**config.mk**
```make
export PLATFORM = sky130hd
export DESIGN_NAME = video_vblank_write_scheduler
export DESIGN_NICKNAME = d
export VERILOG_FILES = /design/src/rtl/video_vblank_write_scheduler_pkg.sv /design/src/rtl/video_vblank_write_scheduler_fifo.sv /design/src/rtl/video_vblank_write_scheduler.sv
export SDC_FILE = /design/constraint.sdc
export NUM_CORES = 2
export LEC_CHECK = 0
export BUFFER_PORTS_ARGS = -buffer_cell sky130_fd_sc_hd__buf_4
export CAP_MARGIN = 20
export CORE_MARGIN = 1.5
export CORE_UTILIZATION = 55
export DETAILED_ROUTE_END_ITERATION = 8
export PLACE_DENSITY = 0.79
export RECOVER_POWER = 100
export SYNTH_ARGS = -nofsm -noshare
export SYNTH_HDL_FRONTEND = slang
export SYNTH_SLANG_ARGS = --single-unit
```
**constraint.sdc**
```tcl
create_clock -name clk -period 5.4 [get_ports clk]
set_input_delay 0 -clock clk [delete_from_list [all_inputs] [get_ports clk]]
set_output_delay 0 -clock clk [all_outputs]
set_load 0.05 [all_outputs]
```
**src/rtl/video_vblank_write_scheduler_pkg.sv**
```systemverilog
`default_nettype none
// ============================================================================
//  Module      : video_sched_pkg
//  Description : Shared types and default widths for the vertical-blanking
//                video write scheduler.
//                  state_t  - scheduler state (IDLE, ARMED, DRAIN)
//                  entry_t  - one queued write {addr, data} at default widths
//  Revision    : 1.0 - initial release
// ============================================================================
package video_sched_pkg;

    localparam int c_default_depth_log2 = 6;
    localparam int c_default_aw         = 21;
    localparam int c_default_dw         = 32;

    typedef enum logic [1:0] {
        IDLE  = 2'd0,
        ARMED = 2'd1,
        DRAIN = 2'd2
    } state_t;

    // Layout of one queue word; the FIFO stores it as {addr, data}.
    typedef struct packed {
        logic [c_default_aw-1:0] addr;
        logic [c_default_dw-1:0] data;
    } entry_t;

endpackage
`default_nettype wire

```
**src/rtl/video_vblank_write_scheduler_fifo.sv**
```systemverilog
`default_nettype none
// ============================================================================
//  Module      : vsched_fifo
//  Description : Synchronous first-word-fall-through FIFO. head always shows
//                the oldest entry while empty is low. A push while full is
//                accepted only when a pop happens in the same cycle;
//                otherwise it is dropped and push_drop is raised.
//  Ports       : clk, reset         - clock, synchronous active-high reset
//                push, push_data    - write side
//                pop, head          - read side (pop ignored when empty)
//                full, empty        - status
//                push_drop          - this cycle's push was refused
//                count, count_next  - occupancy now / after this cycle
//  Revision    : 1.0 - initial release
// ============================================================================
module vsched_fifo #(
    parameter int W          = 53,
    parameter int DEPTH_LOG2 = 6
) (
    input  logic                  clk,
    input  logic                  reset,
    input  logic                  push,
    input  logic [W-1:0]          push_data,
    input  logic                  pop,
    output logic [W-1:0]          head,
    output logic                  full,
    output logic                  empty,
    output logic                  push_drop,
    output logic [DEPTH_LOG2:0]   count,
    output logic [DEPTH_LOG2:0]   count_next
);

    localparam int                  c_depth    = 1 << DEPTH_LOG2;
    localparam logic [DEPTH_LOG2:0] c_cnt_one  = (DEPTH_LOG2+1)'(1);
    localparam logic [DEPTH_LOG2:0] c_cnt_full = (DEPTH_LOG2+1)'(c_depth);
    localparam logic [DEPTH_LOG2-1:0] c_ptr_one = DEPTH_LOG2'(1);

    logic [W-1:0]            mem_q [c_depth];
    logic [DEPTH_LOG2-1:0]   wr_ptr_q, wr_ptr_d;
    logic [DEPTH_LOG2-1:0]   rd_ptr_q, rd_ptr_d;
    logic [DEPTH_LOG2:0]     count_q,  count_d;
    logic                    w_do_push;
    logic                    w_do_pop;

    always_comb begin
        full      = (count_q == c_cnt_full);
        empty     = (count_q == '0);
        w_do_pop  = pop && !empty;
        // A pop frees a slot in the same cycle, so a full FIFO can still take a push.
        w_do_push = push && (!full || w_do_pop);
        push_drop = push && !w_do_push;

        wr_ptr_d = wr_ptr_q;
        rd_ptr_d = rd_ptr_q;
        count_d  = count_q;
        if (w_do_push) begin
            wr_ptr_d = wr_ptr_q + c_ptr_one;
        end
        if (w_do_pop) begin
            rd_ptr_d = rd_ptr_q + c_ptr_one;
        end
        if (w_do_push && !w_do_pop) begin
            count_d = count_q + c_cnt_one;
        end else if (!w_do_push && w_do_pop) begin
            count_d = count_q - c_cnt_one;
        end
    end

    always_ff @(posedge clk) begin
        if (reset) begin
            wr_ptr_q <= '0;
            rd_ptr_q <= '0;
            count_q  <= '0;
        end else begin
            wr_ptr_q <= wr_ptr_d;
            rd_ptr_q <= rd_ptr_d;
            count_q  <= count_d;
        end
    end

    // Storage carries no reset; validity is tracked by the pointers alone.
    always_ff @(posedge clk) begin
        if (w_do_push) begin
            mem_q[wr_ptr_q] <= push_data;
        end
    end

    assign head       = mem_q[rd_ptr_q];
    assign count      = count_q;
    assign count_next = count_d;

endmodule
`default_nettype wire

```
**src/rtl/video_vblank_write_scheduler.sv**
```systemverilog
`default_nettype none
// ============================================================================
//  Module      : video_vblank_write_scheduler
//  Description : Queues host writes to the video I/O space and replays a
//                committed batch onto the video bus only during vertical
//                blanking (frame_end .. frame_start). A direct write port
//                shares the bus and is blocked only while draining.
//  Ports       : clk, reset                 - clock, sync active-high reset
//                frame_start, frame_end     - frame timing pulses
//                q_wr, q_addr, q_data       - queue push
//                commit, clr_ovf            - arm replay / clear overflow
//                d_valid, d_addr, d_data,
//                d_ready                    - direct write handshake
//                video_cs, video_wr,
//                video_addr, video_wr_data  - registered video bus
//                q_count, busy, done,
//                overflow                   - status
//  Revision    : 1.0 - initial release
// ============================================================================
module video_vblank_write_scheduler
    import video_sched_pkg::*;
#(
    parameter int DEPTH_LOG2 = c_default_depth_log2,
    parameter int AW         = c_default_aw,
    parameter int DW         = c_default_dw
) (
    input  logic                 clk,
    input  logic                 reset,
    input  logic                 frame_start,
    input  logic                 frame_end,
    input  logic                 q_wr,
    input  logic [AW-1:0]        q_addr,
    input  logic [DW-1:0]        q_data,
    input  logic                 commit,
    input  logic                 clr_ovf,
    input  logic                 d_valid,
    input  logic [AW-1:0]        d_addr,
    input  logic [DW-1:0]        d_data,
    output logic                 d_ready,
    output logic                 video_cs,
    output logic                 video_wr,
    output logic [AW-1:0]        video_addr,
    output logic [DW-1:0]        video_wr_data,
    output logic [DEPTH_LOG2:0]  q_count,
    output logic                 busy,
    output logic                 done,
    output logic                 overflow
);

    localparam logic [DEPTH_LOG2:0] c_cnt_one = (DEPTH_LOG2+1)'(1);

    logic [AW+DW-1:0]     w_head;
    logic                 w_full;
    logic                 w_empty;
    logic                 w_drop;
    logic [DEPTH_LOG2:0]  w_count;
    logic [DEPTH_LOG2:0]  w_count_next;
    logic                 w_pop;
    logic                 w_direct;

    state_t               state_q,     state_d;
    logic [DEPTH_LOG2:0]  remaining_q, remaining_d;
    logic                 overflow_q,  overflow_d;
    logic                 done_q,      done_d;
    logic                 d_ready_q,   d_ready_d;
    logic                 bus_vld_q,   bus_vld_d;
    logic [AW-1:0]        bus_addr_q,  bus_addr_d;
    logic [DW-1:0]        bus_data_q,  bus_data_d;

    vsched_fifo #(
        .W          (AW + DW),
        .DEPTH_LOG2 (DEPTH_LOG2)
    ) u_fifo (
        .clk        (clk),
        .reset      (reset),
        .push       (q_wr),
        .push_data  ({q_addr, q_data}),
        .pop        (w_pop),
        .head       (w_head),
        .full       (w_full),
        .empty      (w_empty),
        .push_drop  (w_drop),
        .count      (w_count),
        .count_next (w_count_next)
    );

    always_comb begin
        // frame_start closes the blanking window: no pop in that cycle.
        w_pop    = (state_q == DRAIN) && (remaining_q != '0) && !frame_start && !w_empty;
        // d_ready_q is low throughout DRAIN, so a direct accept never meets a pop.
        w_direct = d_valid && d_ready_q;

        state_d = state_q;
        done_d  = 1'b0;

        // commit snapshots the occupancy after this cycle's push/pop.
        if (commit) begin
            remaining_d = w_count_next;
        end else if (w_pop) begin
            remaining_d = remaining_q - c_cnt_one;
        end else begin
            remaining_d = remaining_q;
        end

        // A commit while ARMED/DRAIN only reloads remaining; the state holds.
        unique case (state_q)
            IDLE: begin
                if (commit) begin
                    state_d = ARMED;
                end
            end
            ARMED: begin
                if (!commit && frame_end && !frame_start) begin
                    if (remaining_q != '0) begin
                        state_d = DRAIN;
                    end else begin
                        state_d = IDLE;
                        done_d  = 1'b1;
                    end
                end
            end
            DRAIN: begin
                if (!commit) begin
                    if (frame_start) begin
                        state_d = ARMED;
                    end else if (remaining_q <= c_cnt_one) begin
                        // Last pop this cycle: done lines up with its bus write.
                        state_d = IDLE;
                        done_d  = 1'b1;
                    end
                end
            end
            default: begin
                state_d = IDLE;
            end
        endcase

        overflow_d = w_drop ? 1'b1 : (clr_ovf ? 1'b0 : overflow_q);
        d_ready_d  = (state_d != DRAIN);

        bus_vld_d  = w_pop || w_direct;
        bus_addr_d = '0;
        bus_data_d = '0;
        if (w_pop) begin
            bus_addr_d = w_head[AW+DW-1:DW];
            bus_data_d = w_head[DW-1:0];
        end else if (w_direct) begin
            bus_addr_d = d_addr;
            bus_data_d = d_data;
        end
    end

    always_ff @(posedge clk) begin
        if (reset) begin
            state_q     <= IDLE;
            remaining_q <= '0;
            overflow_q  <= 1'b0;
            done_q      <= 1'b0;
            d_ready_q   <= 1'b0;
            bus_vld_q   <= 1'b0;
            bus_addr_q  <= '0;
            bus_data_q  <= '0;
        end else begin
            state_q     <= state_d;
            remaining_q <= remaining_d;
            overflow_q  <= overflow_d;
            done_q      <= done_d;
            d_ready_q   <= d_ready_d;
            bus_vld_q   <= bus_vld_d;
            bus_addr_q  <= bus_addr_d;
            bus_data_q  <= bus_data_d;
        end
    end

    assign d_ready       = d_ready_q;
    assign video_cs      = bus_vld_q;
    assign video_wr      = bus_vld_q;
    assign video_addr    = bus_addr_q;
    assign video_wr_data = bus_data_q;
    assign q_count       = w_count;
    assign busy          = (state_q != IDLE);
    assign done          = done_q;
    assign overflow      = overflow_q;

endmodule
`default_nettype wire
```
# Word level (Yosys, flattened, before mapping)
# Memory sizes are Yosys's and may differ from the RTL's. A register that Yosys moved wholly into a read port is not among the register bits.
# Cells that the tools add are included.
[totals]
mem_bits_rw = 3392
memories = 1
elab_cells = 74
input_bits = 114
regBits = 85
[classes]
magnitude_cmp = 1
n_reduce_logical = 25
eq_ne = 4
muxes = 27
addsub = 5
[mem_list]
columns = ["name", "depth", "word_bits", "read_ports", "rd_clocked_by_memory_dff", "write_ports", "line", "source"]
rows = [
  ["u_fifo.mem_q", 64, 53, 1, 1, 1, "video_vblank_write_scheduler_fifo.sv:38", "logic [W-1:0] mem_q [c_depth];"],
]
[op_table]
columns = ["cell", "n"]
rows = [
  ["32-bit two-way mux", 2],
  ["21-bit two-way mux", 2],
  ["7-bit two-way mux", 4],
  ["7-bit by 1-bit subtractor with 7-bit output (second input constant)", 2],
  ["6-bit by 1-bit adder with 6-bit output (second input constant)", 2],
  ["2-bit two-way mux", 6],
  ["6-bit two-way mux", 2],
  ["1-bit logical AND", 11],
  ["1-bit two-way mux", 9],
  ["7-bit by 1-bit adder with 7-bit output (second input constant)", 1],
  ["7-bit equality test (second input constant)", 1],
  ["7-bit by 1-bit less-or-equal comparator with 1-bit output (second input constant)", 1],
  ["7-bit zero test", 1],
  ["7-bit nonzero test", 1],
  ["1-bit zero test", 6],
  ["2-bit one-hot mux with 3 select lines", 1],
  ["2-bit nonzero test", 3],
  ["2-bit by 1-bit equality test with 1-bit output (second input constant)", 1],
  ["2-bit equality test (second input constant)", 1],
  ["2-bit zero test", 1],
  ["1-bit logical OR", 2],
  ["2-bit inequality test (second input constant)", 1],
  ["1-bit one-hot mux with 2 select lines", 1],
]

# Longest topological paths before layout
[depth]
word_depth = 12
ltp_mapped = 12
depth_no_buf = 8

# Cells and area by module
# From an unflattened synthesis, not the netlist that was laid out.
[unflattened]
cells_unflattened = 6105
hier_area_um2 = 133082.6
[modules_own_cells]
columns = ["mod", "area_each_um2", "cells_each", "seq_area_each_um2", "n_inst"]
rows = [
  ["vsched_fifo", 130428.8, 5782, 102358.2, 1],
  ["video_vblank_write_scheduler", 2653.8, 323, 1321.3, 1],
]

# Least setup slack after synthesis
# Ideal clock, no wire load.
[synth_timing]
path_kind = "register to register"
from = "register u_fifo.count_q[1], in the netlist u_fifo.count[1]"
to = "memory u_fifo.mem_q[48][0], enable pin"
setup_time_ps = 464
arrival_time_ps = 4188
stages_incl_launch_ff = 9
setup_slack_ps = 748
period_less_slack_ps = 4652
path_buffers = 0
required_time_ps = 4936
path_cell_list = "dfxtp_1 -> inv_1 -> ha_1 -> nor2b_1 -> nand3_1 -> o21ai_0 -> nor2_1 -> nand2_1 -> nor2_1"
[synth_between]
elab_chain_cells = 8
[synth_lines]
columns = ["item", "line", "source"]
rows = [
  ["start: declaration", "video_vblank_write_scheduler_fifo.sv:41", "logic [DEPTH_LOG2:0] count_q, count_d;"],
  ["start signal: assignment", "video_vblank_write_scheduler_fifo.sv:77", "count_q <= count_d;"],
  ["7-bit zero test", "video_vblank_write_scheduler_fifo.sv:47", "empty = (count_q == '0);"],
  ["1-bit zero test", "video_vblank_write_scheduler_fifo.sv:48, video_vblank_write_scheduler.sv:89", ""],
  ["1-bit logical AND", "video_vblank_write_scheduler.sv:89", "w_pop = (state_q == DRAIN) && (remaining_q != '0) && !frame_start && !w_empty;"],
  ["1-bit logical AND", "video_vblank_write_scheduler_fifo.sv:48", "w_do_pop = pop && !empty;"],
  ["1-bit logical OR *", "video_vblank_write_scheduler_fifo.sv:50", "w_do_push = push && (!full || w_do_pop);"],
  ["1-bit logical AND *", "video_vblank_write_scheduler_fifo.sv:50", ""],
  ["1-bit two-way mux *", "video_vblank_write_scheduler_fifo.sv:83", "if (w_do_push) begin"],
  ["1-bit two-way mux (not written as such) *", "video_vblank_write_scheduler_fifo.sv:84", "mem_q[wr_ptr_q] <= push_data;"],
  ["end: declaration", "video_vblank_write_scheduler_fifo.sv:38", ""],
]
# Mark *: on every way between the ends. The rest lies on a longest branch, timed or not.

# Worst setup path after layout
[layout_timing]
from = "register remaining_q[0]"
to = "memory u_fifo.mem_q[27][5], enable pin"
[layout_between]
elab_chain_cells = 9
[layout_lines]
columns = ["item", "line", "source"]
rows = [
  ["start: declaration", "video_vblank_write_scheduler.sv:62", "logic [DEPTH_LOG2:0] remaining_q, remaining_d;"],
  ["start signal: assignment", "video_vblank_write_scheduler.sv:165", "remaining_q <= remaining_d;"],
  ["7-bit nonzero test", "video_vblank_write_scheduler.sv:89", ""],
  ["1-bit logical AND (3 in a row)", "video_vblank_write_scheduler.sv:89", ""],
  ["1-bit logical AND", "video_vblank_write_scheduler_fifo.sv:48", ""],
  ["1-bit logical OR", "video_vblank_write_scheduler_fifo.sv:50", ""],
  ["1-bit logical AND", "video_vblank_write_scheduler_fifo.sv:50", ""],
  ["1-bit two-way mux", "video_vblank_write_scheduler_fifo.sv:83", ""],
  ["1-bit two-way mux (not written as such)", "video_vblank_write_scheduler_fifo.sv:84", ""],
]
# No other way between the ends.

==> metrics.md <==
| Metric | Value |
|---|---|
| Outcome | finished, violations left |
| Violated checks | max-capacitance violations, max-slew violations |
| Clock Skew | roughly 0.10 ns |
| Ys async rst share | 0 |
| Worst Max-Slew Pin Slew | 3.18 ns |
| Slew Limit Fails | roughly 4200 |
| Synthesized area | ~130000 um2 |
| Most common cell after layout, fill and taps aside | edfxtp_1 |
| Placed cell area | around 140000 um2 |
| Clock slew at reported path FFs | about 0.06 ns |
| Post-CTS sizing | 0 |
| Sequential share of power | 0.554 |
| Critical Path AT | between 4 and 5 ns |
| First-pass GRT wire length | roughly 530000 um |
| CTS tree | built |
| Peak Freq | 212 MHz |
| Mux cell area share after synthesis | 0.159 |
| RePlAce Congestion | 0.835 |
| Number of flops mapped to enable cells by yosys | 3392 |
| GRT Util Overall | 0.308 |
| Maxcap violations | 84 |
| Dominant combinational cell family by area after synthesis | multiplexers |
| Layout cell share with drive strength beyond 1 | 0.226 |
| Unrepaired setup endpoints after global routing | false |
| CP max-delay cell | clkbuf_2 |
| Buffers & Inverters on Critical Path | 3 |
| Peak VDD IR | ~0.00054 V |
| Slew HR | -1.12 |
| Setup TNS | 0 ns |
| DRC errors left | 0 |
| Yosys cell types | 59 |
| Post-DP HPWL | around 190000 um |
| NumNets Final | roughly 6600 |
| Final setup fails | 0 |
| Largest net degree at the start of global routing | about 110 |
| Cell taking the most area after synthesis | edfxtp_1 |
| Critical path required time | 5.68 ns |
| Cell Int Power | about 43 mW |
| Kind of critical path | register to register |
| Startpoint type of the worst setup path | register |
| Routed via count | ~70000 |
| Number of global-route vias before repair | around 70000 |
| DRT iter0 DRCs | 11300 |
| Sw frac | 0.200 |
| Leak pwr | around 45 nW |
| Avg WL per Cell | 38.0 um |
| Min Tclk post-route | between 4 and 5 ns |
| Synth top area cells | edfxtp_1, mux4_2, mux2i_1 |
| Hold Vio Cnt, Final | 0 |
| Post-CTS setup buffers | 0 |
| Post-synth top area share | 0.769 |
| Grt ovf | 0 |
| Critical path endpoint category | register |
| Starting density of the core | 0.555 |
| Family with the most delay on the worst path | buffers and inverters |
| Critical Path Max Stage Delay | about 1.0 ns |
| Synth Area in Simple Gates | 0.0164 |
| Main flop type after synthesis | edfxtp_1 |
| Final core utilization | 0.632 |
| Seq/Total Area, Yosys | 0.783 |
| H-Tree Depth | 5 |
| Clock root buffer | clkbuf_16 |
| Worst-path fanout max | 39 |
| Port Buffers | ~180 |
| Yosys reg bits | about 3500 |
| Period utilization | 0.872 |
| Adder-cell area share of the yosys netlist | 0.00102 |
| HP Class | input pin to register |
| Syn Inst Count | 5911 |
| Ys Warns | 0 |
| Synthesis-to-layout area growth | 13.8% |
| Core footprint | ~240000 um2 |
| TritonRoute pass-1 iters | 8 |
| Die height | just under 500 um |
| Die W | 494 um |
| Detail Route Antenna Nets | 0 |
| Die Area | roughly 240000 um2 |
| Synth Net Count | between 6000 and 7000 |
| Logic pwr share | 0.018 |
| Clock latency reported for the late side of the worst-skew pair | 1.00 ns |
| Via density | slightly above 7 |
| Cell Chain, Critical Path | inv_1 -> ha_1 -> nor4b_1 -> a21oi_1 -> clkbuf_1 -> o21ai_0 -> nor2_1 -> nand2_1 -> nor2_4 -> clkbuf_2 |
| Most frequent cells in the layout | edfxtp_1, mux4_2, mux2i_1, clkbuf_16, clkbuf_1 |
| Number of buffers created by CTS | 335 |
| Syn avg cell area | 22.4 um2 |
| Clock share of power | 0.428 |
| Pwr Density | about 360 nW/um2 |
| Number of antenna violations at the first check in global routing | 22 |
| Std cell rows | ~180 |
| Compound-cell area share of the yosys netlist | 0.0279 |
| Clock buffer depth | 4 |
| TritonCTS Sinks | 3483 |
| P_sw | between 10 and 15 mW |
| Hold Slack | approximately 0.049 ns |
| Xor/xnor share of the synthesized area | 0.00126 |
| Design area | roughly 150000 um2 |
| Final WL | approximately 380000 um |
| Num ports | 180 |
-- layout make-up --
class                      count  area, um2
sequential                  3483     104000
clock buffer                 436       9010
inverter                      11       46.3
fill                       14700      87900
timing repair buffer         563       4920
multi-input combinational   2084      27500
antenna                       11       27.5
tap                         3167       3960
clock inverter               156       1470
-- power by group through the flow --
| stage | Clock [mW] | Combinational [mW] | Sequential [mW] |
|---|---|---|---|
| floorplan | 0 | 0.190 | 30.4 |
| global placement | 0 | 0.796 | 30.3 |
| detailed placement | 0 | 0.839 | 30.3 |
| global route | 24.0 | 0.981 | 29.8 |
| finish | 23.0 | 0.946 | 29.8 |
| CTS | 23.0 | 0.954 | 29.8 |
-- worst min-delay path: stages --
cell           delay [ns]
dlygate4sd3_1        0.53
buf_4                0.27
nor2_1               0.14
-- kinds of logic (layout without fill, tap and decap cells) --
group / after synthesis / count (layout)
DFF: 3483 / 3483
muxes: 1165 / 1165
AOI/OAI and AO/OA: 466 / 466
and+or+nand+nor: 423 / 423
buffers and inverters: 344 / 1166
xor gates and xnor gates: 19 / 19
adders and majority gates: 11 / 11
other: 0 / 11
-- path summary, 6_finish.rpt --
kind         depth (start not counted)  slack (ns)                  end          startpoint
min reg2reg                          2        0.51             register  u_fifo.rd_ptr_q[1]
max reg2reg                         10        0.69  u_fifo.mem_q[27][5]      remaining_q[0]
min                                  3        0.05      u_fifo.count[2]               reset
max                                 10        0.69  u_fifo.mem_q[27][5]      remaining_q[0]
-- repair_timing --
| action | CTS | global route |
|---|---|---|
| endpoints found under the hold margin | 3483 | 0 |
| hold buffers | 175 | 0 |
| endpoints found under the setup margin | 0 | 0 |
-- cells in the mapped netlist (all sizes together) (7+ instances only) --
cell / count
a22o: 52
nand2b: 7
a21oi: 18
mux2i: 411
buf: 150
xnor2: 7
mux2: 7
a22oi: 204
inv: 11
edfxtp: 3392
mux4: 747
nand3: 106
dfxtp: 91
nor2: 104
a2111o: 48
xor2: 12
nor3: 18
nand2: 40
clkbuf: 183
nor2b: 109
a31oi: 57
ha: 10
a221oi: 51
-- flip-flops by register name, summed over array words and instances (netlist names), named ones only --
name             flops
overflow             1
u_fifo.rd_ptr_q      6
d_ready              1
u_fifo.wr_ptr_q      6
state_q              2
video_addr          21
remaining_q          7
video_cs             1
done                 1
u_fifo.count         7
video_wr_data       32
u_fifo.mem_q      3392
-- through the flow --
stage                     std cells  power, mW  worst slack [ns]
after floorplan                5911       30.6             0.748
after global placement         9131       31.1              1.51
after detailed placement       9132       31.2              1.50
after CTS                      9899       53.7              1.39
after global routing           9902       54.8             0.666
final                          9911       53.8             0.692
-- routing by layer --
metal | global-route usage | wire length, um | up-vias
met3 | 0.0834 | 49600 | 1325
met2 | 0.492 | 182000 | 6587
met1 | 0.389 | 122000 | 36200
met5 | 0 | 218 | -
met4 | 0.166 | 23100 | 22
li1 | - | - | 26200
Power figures use the tool's default switching activity.
